$ cat src/rtl/oam_dma.sv
// Sprite DMA controller: copies one 256-byte CPU page into PPU OAM and stalls the CPU meanwhile.
// Optional odd-cycle alignment wait is enabled by defining OAM_DMA_ODD_ALIGN_EN.
module oam_dma #(
  parameter logic [15:0] DMA_PORT     = 16'h4014,
  parameter logic [15:0] OAMADDR_PORT = 16'h2003
) (
  input  logic        clock25,
  input  logic        reset,
  input  logic        ce,
  input  logic [15:0] cpu_a,
  input  logic [7:0]  cpu_o,
  input  logic        cpu_w,
  output logic        stall,
  output logic [15:0] dma_a,
  output logic        dma_r,
  input  logic [7:0]  dma_i,
  output logic [7:0]  oam_a,
  output logic [7:0]  oam_o,
  output logic        oam_w
);

  typedef enum logic [1:0] {
    ST_IDLE,
    ST_ALIGN,
    ST_READ,
    ST_WRITE
  } state_t;

  state_t      r_state;
  logic [7:0]  r_page;
  logic [7:0]  r_base;
  logic [7:0]  r_idx;
  logic        r_stall;

  state_t      w_state_nx;
  logic [7:0]  w_page_nx;
  logic [7:0]  w_base_nx;
  logic [7:0]  w_idx_nx;
  logic        w_stall_nx;
  logic [7:0]  w_oam_addr;

`ifdef OAM_DMA_ODD_ALIGN_EN
  logic        r_parity;

  always_ff @(posedge clock25) begin
    if (reset) begin
      r_parity <= 1'b0;
    end else if (ce) begin
      r_parity <= ~r_parity;
    end
  end
`endif

  always_comb begin
    w_state_nx = r_state;
    w_page_nx  = r_page;
    w_base_nx  = r_base;
    w_idx_nx   = r_idx;
    w_stall_nx = r_stall;
    if (ce) begin
      case (r_state)
        ST_IDLE: begin
          if (cpu_w && (cpu_a == OAMADDR_PORT)) begin
            w_base_nx = cpu_o;
          end
          if (cpu_w && (cpu_a == DMA_PORT)) begin
            w_page_nx  = cpu_o;
            w_idx_nx   = '0;
            w_state_nx = ST_ALIGN;
            w_stall_nx = 1'b1;
          end
        end
        ST_ALIGN: begin
`ifdef OAM_DMA_ODD_ALIGN_EN
          // An odd parity here costs one extra ALIGN tick; parity is even on the next one.
          if (!r_parity) begin
            w_state_nx = ST_READ;
          end
`else
          w_state_nx = ST_READ;
`endif
        end
        ST_READ: begin
          w_state_nx = ST_WRITE;
        end
        ST_WRITE: begin
          if (r_idx == 8'hFF) begin
            w_state_nx = ST_IDLE;
            w_stall_nx = 1'b0;
          end else begin
            w_idx_nx   = r_idx + 8'd1;
            w_state_nx = ST_READ;
          end
        end
        default: begin
          w_state_nx = ST_IDLE;
          w_stall_nx = 1'b0;
        end
      endcase
    end
  end

  always_ff @(posedge clock25) begin
    if (reset) begin
      r_state <= ST_IDLE;
      r_page  <= '0;
      r_base  <= '0;
      r_idx   <= '0;
      r_stall <= 1'b0;
    end else begin
      r_state <= w_state_nx;
      r_page  <= w_page_nx;
      r_base  <= w_base_nx;
      r_idx   <= w_idx_nx;
      r_stall <= w_stall_nx;
    end
  end

  assign w_oam_addr = r_base + r_idx;

  assign stall = r_stall;
  assign dma_r = (r_state == ST_READ);
  assign dma_a = (r_state == ST_READ) ? {r_page, r_idx} : '0;
  assign oam_a = (r_state == ST_WRITE) ? w_oam_addr : '0;
  assign oam_o = (r_state == ST_WRITE) ? dma_i : '0;
  // Gated by reset so an aborted transfer never lands one more byte in OAM.
  assign oam_w = (r_state == ST_WRITE) && ce && !reset;

endmodule

$ cat config.mk
export PLATFORM = sky130hd
export DESIGN_NAME = oam_dma
export DESIGN_NICKNAME = d
export VERILOG_FILES = /design/src/rtl/oam_dma.sv
export SDC_FILE = /design/constraint.sdc
export NUM_CORES = 1
export LEC_CHECK = 0
export BUFFER_PORTS_ARGS = -buffer_cell sky130_fd_sc_hd__buf_4
export CORE_MARGIN = 1
export CORE_UTILIZATION = 51
export CTS_BUF_LIST = sky130_fd_sc_hd__clkbuf_4
export DETAILED_ROUTE_END_ITERATION = 16
export HOLD_SLACK_MARGIN = 0.08
export PLACE_DENSITY = 0.89
export SYNTH_ARGS = -nofsm -noshare
export SYNTH_HDL_FRONTEND = slang
export SYNTH_SLANG_ARGS = --single-unit
$ cat constraint.sdc
create_clock -name clock25 -period 1.9 [get_ports clock25]
set_input_delay 0.095 -clock clock25 [delete_from_list [all_inputs] [get_ports clock25]]
set_output_delay 0.095 -clock clock25 [all_outputs]
set_load 0.02 [all_outputs]
== Word-level counts from Yosys, hierarchy flattened ==
Index checks and enable logic that the tools add are counted.

* Register bits after elaboration: 27
* Bits of input ports: 36
* Logic and storage cells: 40

* Add/subtract/negate cells: 2
* Equal/unequal tests: 9
* Muxes and demuxes: 12
* Reductions and logical operators: 12

{| class="wikitable"
|+ Operators with widths
! operator !! count
|-
| two-way mux 8 bit || 4
|-
| equality test 16 x 14 -> 1 bit, second input constant || 1
|-
| equality test 16 x 15 -> 1 bit, second input constant || 1
|-
| two-way mux 16 bit || 1
|-
| one-hot mux 8 bit (2 select lines) || 1
|-
| adder 8 x 1 -> 8 bit, second input constant || 1
|-
| adder 8 bit || 1
|-
| equality test 8 bit, second input constant || 1
|-
| one-hot mux 2 bit (4 select lines) || 1
|-
| AND reduction 4 bit || 2
|-
| inequality test 2 bit, second input constant || 3
|-
| AND reduction 3 bit || 2
|-
| equality test 2 bit, second input constant || 2
|-
| logical AND 1 bit || 4
|-
| two-way mux 2 bit || 2
|-
| equality test 2 x 1 -> 1 bit, second input constant || 1
|-
| zero test 2 bit || 1
|-
| two-way mux 1 bit || 2
|-
| one-hot mux 1 bit (2 select lines) || 1
|-
| AND reduction 2 bit || 1
|-
| nonzero test 2 bit || 1
|-
| zero test 1 bit || 1
|}

== Longest topological paths before layout ==
* Depth in word-level cells: 4
* Depth in mapped cells: 7

== Worst setup path after synthesis ==
Ideal clock, no wire load.

* Path kind: register to output
* From: reg r_idx[2]
* To: out oam_a[3]
* Arrival time: 2.021 ns
* Required time: 1.805 ns
* Setup slack: -0.216 ns
* Cell stages (with the launch flop): 4
* Path buffers: 0
* Cell sequence: dfxtp_1 ha_1 and2_1 a2111oi_0

* Longest elaborated chain between the ends: 2

{| class="wikitable"
|+ Ends and longest elaborated chain
! item !! line !! source
|-
| start: declaration || 32 || <nowiki>logic [7:0] r_idx;</nowiki>
|-
| start signal: assignment || 114 || <nowiki>r_idx <= w_idx_nx;</nowiki>
|-
| adder 8 bit || 119 || <nowiki>assign w_oam_addr = r_base + r_idx;</nowiki>
|-
| two-way mux 8 bit || 124 || <nowiki>assign oam_a = (r_state == ST_WRITE) ? w_oam_addr : '0;</nowiki>
|-
| end: declaration || 17 || <nowiki>output logic [7:0] oam_a,</nowiki>
|}

No other way between the ends.

== Worst setup path after layout ==
* From: reg r_idx[2]
* To: out oam_a[5]

Same word-level chain as after synthesis.

==> impl_results.md <==
- Outcome: complete, but fails checks
- Failing checks: negative setup slack
- Max stage delay on crit path: ~0.35 ns
- Pleak: around 1.2 nW
- Power per Cell Area: 324 mW/mm^2
- Final GP Congestion: 0.865
- Die ar.: 0.00394 mm^2
- FF+latch count, synth: 27
- DRC viols: 0
- Share of layout cells above drive strength 1: 40.4%
- Data required time of the worst path: 1.80 ns
- Internal: between 0.0007 and 0.0008 W
- Dpl hpwl: 3940 um
- CP cell instances: ha_1 > and2_4 > a211oi_2 > mux2i_1 > a311o_1 > buf_6
- Pins over their slew limit: 0
- H-tree lvl count: 1
- Final worst-path cycle share: 110%
- Vias in the first global route: between 2,000 and 2,500
- EDFF count, synth: 0
- Worst setup EP type: output port
- Final antenna-violating net count: 0
- Placed cell area: approximately 0.0025 mm^2
- Commonest non-fill, non-tap cell in the layout: buf_4
- DIE WIDTH: approximately 63 um
- R2R cell count: 7
- Most frequent cells in the layout: buf_4 (90), nand3_1 (25), a21oi_1 (21), o21ai_0 (19), dfxtp_1 (18)
- RSZ-0062 raised after global routing: yes
- WS Path Type: register to output port
- WHS Path Cells: 2
- Port bufs: 70
- Worst-Skew Late Latency: between 0.3 and 0.4 ns
- Worst vdd ir: 0.316 mV
- Antenna fix cells: 0
- Worst EP arrival: around 2.0 ns
- Top post-synthesis cells by area: dfxtp_1 (29%), nand3_1 (6.6%), and2_1 (6.3%)
- Clock transition at the registers of the reported paths: around 0.15 ns
- Initial Util: 54.7%
- Worst hold path type: input port to register
- Asr flop ratio synth: 0%
- Grt met2 use: 59.5%
- Sw Share: 23.1%
- Min cycle time layout: 2.08 ns
- Post-Route WL: 6360 um
- Post-Layout Inst Area: 0.00283 mm^2
- Hold Slack: roughly 0.16 ns
- Post-Route Setup TNS: -0.662 ns
- Final Hold Viols: 0
- Clock network fraction of design power: 27.2%
- Routed WL per cell: 17.1 um
- Met1 usage: between 30% and 40%
- Synthesized area: 0.00188 mm^2
- Initial antenna violation count: 0
- CTS root buf: clkbuf_4
- Sw Pwr: 0.000212 W
- Ports: slightly above 70
- Largest net degree at the start of global routing: 35
- Nets: 373
- Final setup violation count: 6
- CP max-delay cell: dfxtp_1
- Syn_nets: 280
- Synth warn: 0
- Core ar.: around 0.0034 mm^2
- Clk sink count: 27
- First-pass GRT wire length: 9930 um
- Die Span Y: 62.8 um
- Max_cap viols: 0
- Slew headroom: 72.7%
- Logic pwr share: 11.6%
- Worst-margin pin slew: around 0.4 ns
- Syn-to-layout area delta: 50.2%
- Yosys top cell by area: dfxtp_1
- Tot GR Track Use: 31.7%
- CTS Buffer Depth: 2
- Seq pwr share: about three fifths
- Mapped Cells: about 240
- Max Fclk: 480 MHz
- TritonCTS buffer count: 3
- Startpoint types: register
- Cell variety after synth: 49
- Busiest grt layer: met2
- Most used flip-flop cell after synthesis: dfxtp_1
- Crit-path max FO: 3
- TritonCTS clock tree: done
- Via density per instance: 6.17
- Via count: 2,302
- DR iter-0 viols: 160
- Drt first pass iters: 5
- Met3 Usage GRT: between 3 and 4%
- Post-synth top area share: between 20 and 30%
- Final setup skew: between 0.01 and 0.015 ns
- Mean Syn Cell Area: 8.02 um^2
- Setup WS post-layout: -0.182 ns
- Gr ovfl total: 0
- Rows: 21
- Share of the yosys chip area belonging to registers: 28.7%
-- worst paths after layout --
kind	from	to	slack [ns]
hold reg to reg	r_page[6]	r_page[6]	0.49
setup reg to reg	r_idx[1]	r_idx[6]	-0.05
setup / recovery	r_idx[2]	oam_a[5]	-0.18
hold / removal	reset	stall	0.16
-- synth_stat cells, types with 2 or more instances --
cell,instances
nand3_2,2
clkbuf_1,10
and3_1,11
inv_1,2
ha_1,8
mux2i_1,3
a211oi_1,3
a21oi_1,22
o32ai_1,3
a21o_1,4
buf_2,2
nor2_1,6
nand3_1,25
xnor2_1,2
nand2_1,9
and2_1,19
o21bai_1,2
nor3_1,7
nor4b_1,2
nor2b_1,3
o211ai_1,3
nand2b_1,4
dfxtp_1,27
a311oi_1,3
or3_1,6
and4_1,2
nor3b_1,5
o21ai_0,19
-- state kept, by name, summed over array words and instances, names as in the netlist --
| register | cells |
|---|---|
| r_idx | 8 |
| r_page | 8 |
| r_state | 2 |
| stall | 1 |
| r_base | 8 |
-- through the flow --
stage	instances	util, %	setup slack [ns]	total power [W]
after global routing	373	82.2	-0.259	0.000946
after detailed placement	355	73.7	0.0352	0.000670
after CTS	371	80.6	-0.156	0.000923
after global placement	355	73.7	0.0710	0.000668
final	373	82.2	-0.182	0.000918
after floorplan	235	-	0.0288	0.000599
-- worst max-delay path: cells and delay by family (launching register included) --
| family | cells | cell delay [ns] |
|---|---|---|
| fa+ha+maj | 1 | 0.31 |
| mux | 1 | 0.11 |
| flops | 1 | 0.35 |
| compound gates | 2 | 0.57 |
| buf+inv | 1 | 0.14 |
| simple gates | 1 | 0.18 |
-- cells by family (layout without fill, tap and decap cells) --
kind of cell	count (synthesis)	in the layout	share of synthesized area (%)
compound gates	66	66	21.6
xor+xnor	3	3	1.39
fa+ha+maj	9	9	6.37
buf+inv	16	108	3.92
flops	27	27	28.7
mux	4	4	2.19
simple gates	110	110	35.8
-- cell type report --
type / count / area (um^2)
tap: 46 / 57.6
timing repair buffer: 102 / 801
fill: 214 / 612
clock inverter: 1 / 5.00
sequential: 27 / 559
clock buffer: 3 / 22.5
multi-input combinational: 192 / 1380
inverter: 2 / 7.51
-- timing repair --
action,CTS,global route
pin swaps,9,11
hold buffers,8,0
buffers inserted,4,2
hold endpoints to repair,15,0
endpoints found under the setup margin,5,6
gates cloned,0,0
gates resized for setup,22,14
-- power groups by stage --
stage	Sequential, W	Combinational, W	Clock, W
after floorplan	0.000579	0.0000204	0
after global placement	0.000579	0.0000895	0
after detailed placement	0.000579	0.0000910	0
after CTS	0.000566	0.000104	0.000253
after global routing	0.000562	0.000113	0.000271
final	0.000562	0.000106	0.000250
-- metal layers --
| layer | share of wire [%] | up-vias | wire [um] |
|---|---|---|---|
| li1 | - | 1061 | - |
| met1 | 40 | 1070 | 2530 |
| met2 | 51 | 150 | 3240 |
| met3 | 7.3 | 21 | 467 |
| met4 | 2.1 | 0 | 131 |
| met5 | 0 | - | 0 |
No activity file was read; power rests on OpenSTA's default activity.
